--- config.mk ---
export PLATFORM = sky130hd
export DESIGN_NAME = id_ex_operand_stage
export DESIGN_NICKNAME = d
export VERILOG_FILES = /design/src/rtl/id_ex_operand_stage_pkg.sv /design/src/rtl/id_ex_operand_stage_fwd_mux.sv /design/src/rtl/id_ex_operand_stage.sv
export SDC_FILE = /design/constraint.sdc
export NUM_CORES = 1
export LEC_CHECK = 0
export CAP_MARGIN = 30
export CORE_ASPECT_RATIO = 1.2
export CORE_UTILIZATION = 33
export CTS_CLUSTER_DIAMETER = 30
export DETAILED_ROUTE_END_ITERATION = 8
export PLACE_DENSITY = 0.67
export RECOVER_POWER = 50
export SYNTH_ARGS = -nofsm -noshare
export SYNTH_HDL_FRONTEND = slang
export SYNTH_SLANG_ARGS = --single-unit
--- constraint.sdc ---
create_clock -name clk_i -period 7.9 [get_ports clk_i]
set_input_delay 1.58 -clock clk_i [delete_from_list [all_inputs] [get_ports clk_i]]
set_output_delay 1.58 -clock clk_i [all_outputs]
set_load 0.05 [all_outputs]
--- src/rtl/id_ex_operand_stage_pkg.sv ---
// Shared definitions for the ID/EX operand stage: control bit map, forward
// select encodings and destination-register helpers.
package id_ex_operand_stage_pkg;

  localparam int unsigned REGWRITE = 0;
  localparam int unsigned MEMTOREG = 1;
  localparam int unsigned MEMREAD  = 2;
  localparam int unsigned MEMWRITE = 3;
  localparam int unsigned REGDST   = 4;
  localparam int unsigned ALUSRC   = 5;
  localparam int unsigned ALUOP_LO = 6;
  localparam int unsigned ALUOP_HI = 7;

  localparam logic [1:0] FWD_RF    = 2'b00;
  localparam logic [1:0] FWD_EXMEM = 2'b10;
  localparam logic [1:0] FWD_MEMWB = 2'b01;

  typedef logic [4:0] regAddr_t;

  localparam regAddr_t ZERO_REG = 5'd0;

  function automatic regAddr_t resolveDest(input logic regDst, input regAddr_t rdAddr,
                                           input regAddr_t rtAddr);
    return regDst ? rdAddr : rtAddr;
  endfunction

endpackage

--- src/rtl/id_ex_operand_stage_fwd_mux.sv ---
// 3:1 operand select between register file, EX/MEM and MEM/WB data.
module operand_fwd_mux
  import id_ex_operand_stage_pkg::*;
#(
  parameter int unsigned DATA_W = 32
) (
  input  logic [1:0]        sel,
  input  logic [DATA_W-1:0] rfData,
  input  logic [DATA_W-1:0] exMemData,
  input  logic [DATA_W-1:0] memWbData,
  output logic [DATA_W-1:0] operand
);

  // The unused 2'b11 code falls back to register file data.
  always_comb begin
    operand = rfData;
    case (sel)
      FWD_EXMEM: operand = exMemData;
      FWD_MEMWB: operand = memWbData;
      default:   operand = rfData;
    endcase
  end

endmodule

--- src/rtl/id_ex_operand_stage.sv ---
// ID/EX pipeline register with forwarded operand select, load-use hazard
// detection/bubble insertion and a saturating bubble counter.
module id_ex_operand_stage
  import id_ex_operand_stage_pkg::*;
#(
  parameter int unsigned DATA_W = 32,
  parameter int unsigned CTRL_W = 8,
  parameter int unsigned CNT_W  = 16
) (
  input  logic              clk_i,
  input  logic              rst_i,
  input  logic              Hold_i,
  input  logic              Flush_i,
  input  logic              DecValid_i,
  input  logic [4:0]        DecRsAddr_i,
  input  logic [4:0]        DecRtAddr_i,
  input  logic [4:0]        DecRdAddr_i,
  input  logic              DecUsesRt_i,
  input  logic [DATA_W-1:0] DecImm_i,
  input  logic [CTRL_W-1:0] DecCtrl_i,
  input  logic [DATA_W-1:0] RsData_i,
  input  logic [DATA_W-1:0] RtData_i,
  input  logic [1:0]        DecRsOverride_i,
  input  logic [1:0]        DecRtOverride_i,
  input  logic [DATA_W-1:0] ExMemAluResult_i,
  input  logic [DATA_W-1:0] MemWbWriteData_i,
  output logic              Stall_o,
  output logic              ExValid_o,
  output logic [DATA_W-1:0] ExRsVal_o,
  output logic [DATA_W-1:0] ExRtVal_o,
  output logic [DATA_W-1:0] ExImm_o,
  output logic [CTRL_W-1:0] ExCtrl_o,
  output logic [4:0]        ExDestAddr_o,
  output logic [CNT_W-1:0]  BubbleCount_o
);

  logic [DATA_W-1:0] rsSel;
  logic [DATA_W-1:0] rtSel;
  regAddr_t          decDest;
  logic              exIsLoad;
  logic              rsMatch;
  logic              rtMatch;
  logic              loadUse;

  logic              exValid;
  logic [DATA_W-1:0] exRsVal;
  logic [DATA_W-1:0] exRtVal;
  logic [DATA_W-1:0] exImm;
  logic [CTRL_W-1:0] exCtrl;
  regAddr_t          exDest;
  logic [CNT_W-1:0]  bubbleCnt;

  operand_fwd_mux #(.DATA_W(DATA_W)) rsMux (
    .sel       (DecRsOverride_i),
    .rfData    (RsData_i),
    .exMemData (ExMemAluResult_i),
    .memWbData (MemWbWriteData_i),
    .operand   (rsSel)
  );

  operand_fwd_mux #(.DATA_W(DATA_W)) rtMux (
    .sel       (DecRtOverride_i),
    .rfData    (RtData_i),
    .exMemData (ExMemAluResult_i),
    .memWbData (MemWbWriteData_i),
    .operand   (rtSel)
  );

  always_comb begin
    decDest  = resolveDest(DecCtrl_i[REGDST], DecRdAddr_i, DecRtAddr_i);
    exIsLoad = exValid & exCtrl[MEMREAD] & (exDest != ZERO_REG);
    rsMatch  = (exDest == DecRsAddr_i);
    rtMatch  = DecUsesRt_i & (exDest == DecRtAddr_i);
    // Flush suppresses the stall so a squashed instruction never holds IF/ID.
    loadUse  = exIsLoad & (rsMatch | rtMatch) & DecValid_i & ~Flush_i;
  end

  always_ff @(posedge clk_i or posedge rst_i) begin
    if (rst_i) begin
      exValid   <= 1'b0;
      exRsVal   <= '0;
      exRtVal   <= '0;
      exImm     <= '0;
      exCtrl    <= '0;
      exDest    <= ZERO_REG;
      bubbleCnt <= '0;
    end else if (Hold_i) begin
      exValid   <= exValid;
    end else if (Flush_i || loadUse) begin
      exValid <= 1'b0;
      exRsVal <= '0;
      exRtVal <= '0;
      exImm   <= '0;
      exCtrl  <= '0;
      exDest  <= ZERO_REG;
      if (loadUse && (bubbleCnt != '1)) begin
        bubbleCnt <= bubbleCnt + CNT_W'(1);
      end
    end else begin
      exValid <= DecValid_i;
      exRsVal <= rsSel;
      exRtVal <= rtSel;
      exImm   <= DecImm_i;
      exCtrl  <= DecValid_i ? DecCtrl_i : '0;
      exDest  <= decDest;
    end
  end

  assign Stall_o       = loadUse;
  assign ExValid_o     = exValid;
  assign ExRsVal_o     = exRsVal;
  assign ExRtVal_o     = exRtVal;
  assign ExImm_o       = exImm;
  assign ExCtrl_o      = exCtrl;
  assign ExDestAddr_o  = exDest;
  assign BubbleCount_o = bubbleCnt;

endmodule

# [Yosys cells after proc, flatten, opt, wreduce, memory -nomap -nowiden]
# Index checks and enable logic that the tools add are counted.
[word_totals] register_bits=126 in_bits=193 output_inout_bits=127 elab_cells=38
[op_classes] add_sub_neg=1 eq_ne=7 mux=10 bitwise=9 n_reduce_logical=4
[op_table] operator="$pmux 32 s2" n=2
[op_table] operator="$mux 32" n=3
[op_table] operator="$add 16x1->16 const B" n=1
[op_table] operator="$mux 8" n=2
[op_table] operator="$ne 16x16->1 const B" n=1
[op_table] operator="$eq 5x5->1" n=2
[op_table] operator="$mux 5" n=2
[op_table] operator="$and 1x1->1" n=6
[op_table] operator="$reduce_bool 5->1" n=1
[op_table] operator="$eq 2x1->1 const B" n=2
[op_table] operator="$eq 2x2->1 const B" n=2
[op_table] operator="$reduce_and 3->1" n=1
[op_table] operator="$not 1->1" n=2
[op_table] operator="$logic_and 1x1->1" n=1
[op_table] operator="$logic_or 1x1->1" n=1
[op_table] operator="$mux 1" n=1
[op_table] operator="$or 1x1->1" n=1

# [Logic depth before layout (Yosys ltp)]
[logic_depth] word_depth=8 depth_mapped=7 depth_no_buf=6

# [Cells and area by module]
# Synthesis repeated with hierarchy kept, for this count alone.
[hier_totals] cells_unflattened=571 area_unflattened_um2=6187.2
[modules_own_cells] mod="id_ex_operand_stage" n_inst=1 cells_each=345 area_per_inst_um2=4913.5 seq_area_each_um2=3153.0
[modules_own_cells] mod="operand_fwd_mux" n_inst=2 cells_each=113 area_per_inst_um2=636.9 seq_area_each_um2=0.0

# [Worst setup path before layout]
# OpenSTA, ideal clock, no wires.
[synth_timing] path_kind="in2out" from="in DecRsAddr_i[4]" to="out Stall_o" arrival_ps=3138 t_required_ps=6320 path_slack_ps=3182 cell_stages=6 path_buffers=1 path_cell_list="xnor2_1 nand3_1 o22ai_2 clkbuf_1 nand2_1 nor2_1"
[synth_via] elab_chain_len=5
[synth_lines] element="from (decl)" line="id_ex_operand_stage.sv:15" source="input logic [4:0] DecRsAddr_i,"
[synth_lines] element="$eq 5x5->1" line="id_ex_operand_stage.sv:72" source="rsMatch = (exDest == DecRsAddr_i);"
[synth_lines] element="$or 1x1->1" line="id_ex_operand_stage.sv:75" source="loadUse = exIsLoad & (rsMatch | rtMatch) & DecValid_i & ~Flush_i;"
[synth_lines] element="$and 1x1->1 (3 in a row)" line="id_ex_operand_stage.sv:75"
[synth_lines] element="to (decl)" line="id_ex_operand_stage.sv:27" source="output logic Stall_o,"
# Every way passes these cells.

# [Worst setup path after layout]
[layout_timing] from="in DecRtAddr_i[2]" to="out Stall_o"
[layout_via] elab_chain_len=6
[layout_lines] element="from (decl)" line="id_ex_operand_stage.sv:16" source="input logic [4:0] DecRtAddr_i,"
[layout_lines] element="$eq 5x5->1" line="id_ex_operand_stage.sv:73" source="rtMatch = DecUsesRt_i & (exDest == DecRtAddr_i);"
[layout_lines] element="$and 1x1->1" line="id_ex_operand_stage.sv:73"
[layout_lines] element="$or 1x1->1" line="id_ex_operand_stage.sv:75"
[layout_lines] element="$and 1x1->1 (3 in a row)" line="id_ex_operand_stage.sv:75"
# Every way passes these cells.

==> results.py <==
metrics = {
    "finish": {
        "final_cell_area_um2": 10010,
        "stdcell_count": 1102,
        "syn2layout_area_growth_pct": 63.57,
        "nNetsFinal": 1064,
        "fillers": 1648,
        "drive_above_1_share_pct": 6.036,
        "antenna_cells": 0,
    },
    "yosys": {
        "synth_flop_cell": "dfrtp_1",
        "syn_inst": 573,
        "ys_types": 29,
        "synth_edf_count": 0,
        "ys_warn_count": 0,
        "yosysSeqAreaShare_pct": 51.52,
        "synthArstFlopShare_pct": 100.0,
        "synth_fp_nets": 771,
        "syn-mean-instance-area_um2": 10.68,
        "syn-cell-area_um2": 6120,
        "synth_seq_cells": 126,
    },
    "clock_tree": {
        "post_cts_buffers": 0,
        "htree_levels": 4,
        "clock_latency_ns": 0.41,
        "cts_resized": 0,
        "root_buffer": "clkbuf_16",
        "clkSinkCount": 126,
        "cts_buffers": 17,
        "clockBufferDepth": 2,
        "holdBufCountCts": 0,
        "clkTransAtPathRegs_ns": 0.05,
        "cts_tree": "built",
    },
    "global_routing": {
        "antenna_found_initial": 0,
        "grtUsageTotal_pct": 21.54,
        "grt_start_max_net_pins": 75,
        "grt_pass1_wl_um": 31530,
        "grt-ovfl-total": 0,
        "grt_pass1_vias": 5696,
    },
    "drt": {
        "firstDrtPassIters": 4,
        "routedWlPerCell_um": 18.81,
        "drtIter0Drc": 276,
        "ant_nets": 0,
        "avgViaCountPerCell": 5.299,
        "drc": 0,
        "num_vias": 5840,
        "wl_um": 20730,
    },
    "timing": {
        "setup_viol": 0,
        "hold_viol": 0,
        "finClkSkew_ns": 0.01225,
        "min_period_ns": 6.225,
        "rsz0062_at_grt": "false",
        "relSlewSlack_pct": -60.35,
        "slew_violations": 129,
        "fin_tns_setup_ns": 0,
        "period_share_pct": 78.80,
        "tightest_slew_ns": 2.392,
        "max_freq_mhz": 160.6,
    },
    "floorplan": {
        "die_h_um": 151.2,
        "start_util_pct": 33.67,
        "die_w_um": 126.3,
        "fp.coreArea_um2": 18170,
        "io_pins": 320,
        "rows": 54,
        "die-area_um2": 19090,
    },
    "critical_path": {
        "worstRegToRegCells": 6,
        "critPathKind": "in2out",
        "crit_start": "DecRtAddr_i[2]",
        "cp.depth": 7,
        "start_kind": "input pin",
        "critPathMaxStageDelay_ns": 1.02,
        "endpoint": "Stall_o",
        "crit_required_ns": 6.32,
        "rr_endpoint": "ExCtrl_o[3]",
        "cp-end-kind": "output port",
        "crit_arrival_ns": 4.64,
        "cp_slowest_cell": "o22ai_1",
        "r2r_setup_slack_ns": 5.00,
        "path_max_fanout": 17,
        "crit_chain": "dlygate4sd3_1, xnor2_1, nand4_1, o22ai_1, nand2_1, nor2_1, clkdlybuf4s50_1",
        "cp_top_family": "buffers and inverters",
        "path_buf_inv": 2,
        "r2r_start": "ExDestAddr_o[2]",
    },
    "place": {
        "portBuffers": 319,
        "placed_cells": 1071,
        "dpl_cell_area_um2": 9414,
        "dp_hpwl_um": 14830,
        "place_congestion": 0.8139,
    },
    "power": {
        "ir_drop_mv": 0.1350,
        "powerDensity_nw_per_um2": 204.8,
        "leakage_uw": 0.004477,
    },
    "run_status": {
        "status": "finished, violations left",
        "failed_checks": "max-capacitance violations, max-slew violations",
    },
    "hold_path": {
        "hp-class": "reg2reg",
    },
    "run": {
        "max_cap_viol_count": 2,
    },
}
## kinds of logic after synthesis
group	share of synthesized area [%]
AOI/OAI and AO/OA	29.34
muxes	1.104
xor gates and xnor gates	3.578
buffers and inverters	5.071
adders and majority gates	1.022
and+or+nand+nor	8.362
DFF	51.52
## Yosys cell counts (3+ instances only)
master	instances	share of area, %
o21ai_0	64	5.2
a32o_1	8	1.3
nand2_1	69	4.2
xnor2_1	25	3.6
nor4_1	3	0.31
and3_1	9	0.92
dfrtp_1	126	52
ha_1	5	1.0
a22oi_1	64	7.9
nand4_1	9	0.92
clkbuf_1	39	2.4
nand3_1	11	0.90
buf_6	11	2.0
mux2_2	5	0.92
a22o_1	102	15
inv_1	7	0.43
## routing by layer
metal | part of all wire (%) | GRT usage (%) | up-vias
met1 | 41 | 25.41 | 2796
met3 | 6.2 | 5.828 | 32
met5 | 0 | 0 | -
met2 | 51 | 37.54 | 249
met4 | 2.2 | 8.012 | 0
li1 | - | - | 2763
## state kept, by name, indices dropped and copies added, names as in the netlist
register and cells:
ExImm_o 32, ExCtrl_o 8, ExDestAddr_o 5, ExRsVal_o 32
ExValid_o 1, BubbleCount_o 16, ExRtVal_o 32
## worst reg2reg max path: cells and delay by family, from the launching register on
| kind | cells | cell delay [ns] |
|---|---|---|
| xor+xnor | 1 | 0.30 |
| compound gates | 3 | 1.50 |
| simple gates | 1 | 0.16 |
| flops | 1 | 0.46 |
| buf+inv | 1 | 0.37 |
## final cells by class
class / count / area, µm² / share of cell area (%)
Tap cell: 224 / 280.3 / 2.800
Sequential cell: 126 / 3153 / 31.50
Multi-Input combinational cell: 387 / 2663 / 26.60
Inverter: 7 / 27.53 / 0.2750
Clock buffer: 18 / 439.2 / 4.387
Clock inverter: 13 / 166.4 / 1.663
Timing Repair Buffer: 327 / 3281 / 32.78
## how the worst min path moves through the flow
stage / from / to / slack, ns / cells past startpoint
final: ExCtrl_o[4] / ExCtrl_o[4] / 0.49 / 1
after global routing: ExImm_o[7] / ExImm_o[7] / 0.51 / 1
after CTS: ExCtrl_o[4] / ExCtrl_o[4] / 0.49 / 1
after detailed placement: ExCtrl_o[3] / ExCtrl_o[3] / 0.48 / 1
after global placement: ExCtrl_o[1] / ExCtrl_o[1] / 0.47 / 1
after floorplan: BubbleCount_o[5] / BubbleCount_o[5] / 0.80 / 1
## power by group
group	total (µW)	internal [µW]	leakage, µW	switching, µW
clock network	795	504	0.000288	291
registers	721	692	0.00168	28.2
logic	535	216	0.00251	319
## metrics by stage
stage	power (µW)	util, %	hold slack, ns	setup WS, ns
finish	2050	55.07	0.4859	1.675
global route	2139	55.07	0.5134	1.534
CTS	2091	55.13	0.4945	2.258
detailed placement	1288	51.80	0.4806	2.255
global placement	1282	51.54	0.4721	2.261
floorplan	1042	-	0.8015	2.964
## cell usage in the layout (no fill, tap or decap), types with 4 or more instances in the layout
| master | count |
|---|---|
| dfrtp_1 | 126 |
| xnor2_1 | 25 |
| clkbuf_16 | 17 |
| clkinv_4 | 4 |
| a32o_1 | 8 |
| a22o_1 | 102 |
| o21ai_0 | 64 |
| buf_4 | 6 |
| mux2_2 | 5 |
| nand4_1 | 9 |
| dlygate4sd3_1 | 121 |
| inv_1 | 6 |
| nand2_1 | 69 |
| nand3_1 | 11 |
| and3_1 | 9 |
| clkdlybuf4s50_1 | 197 |
| a22oi_1 | 64 |
Note: power is estimated with default switching activity, not from simulation.
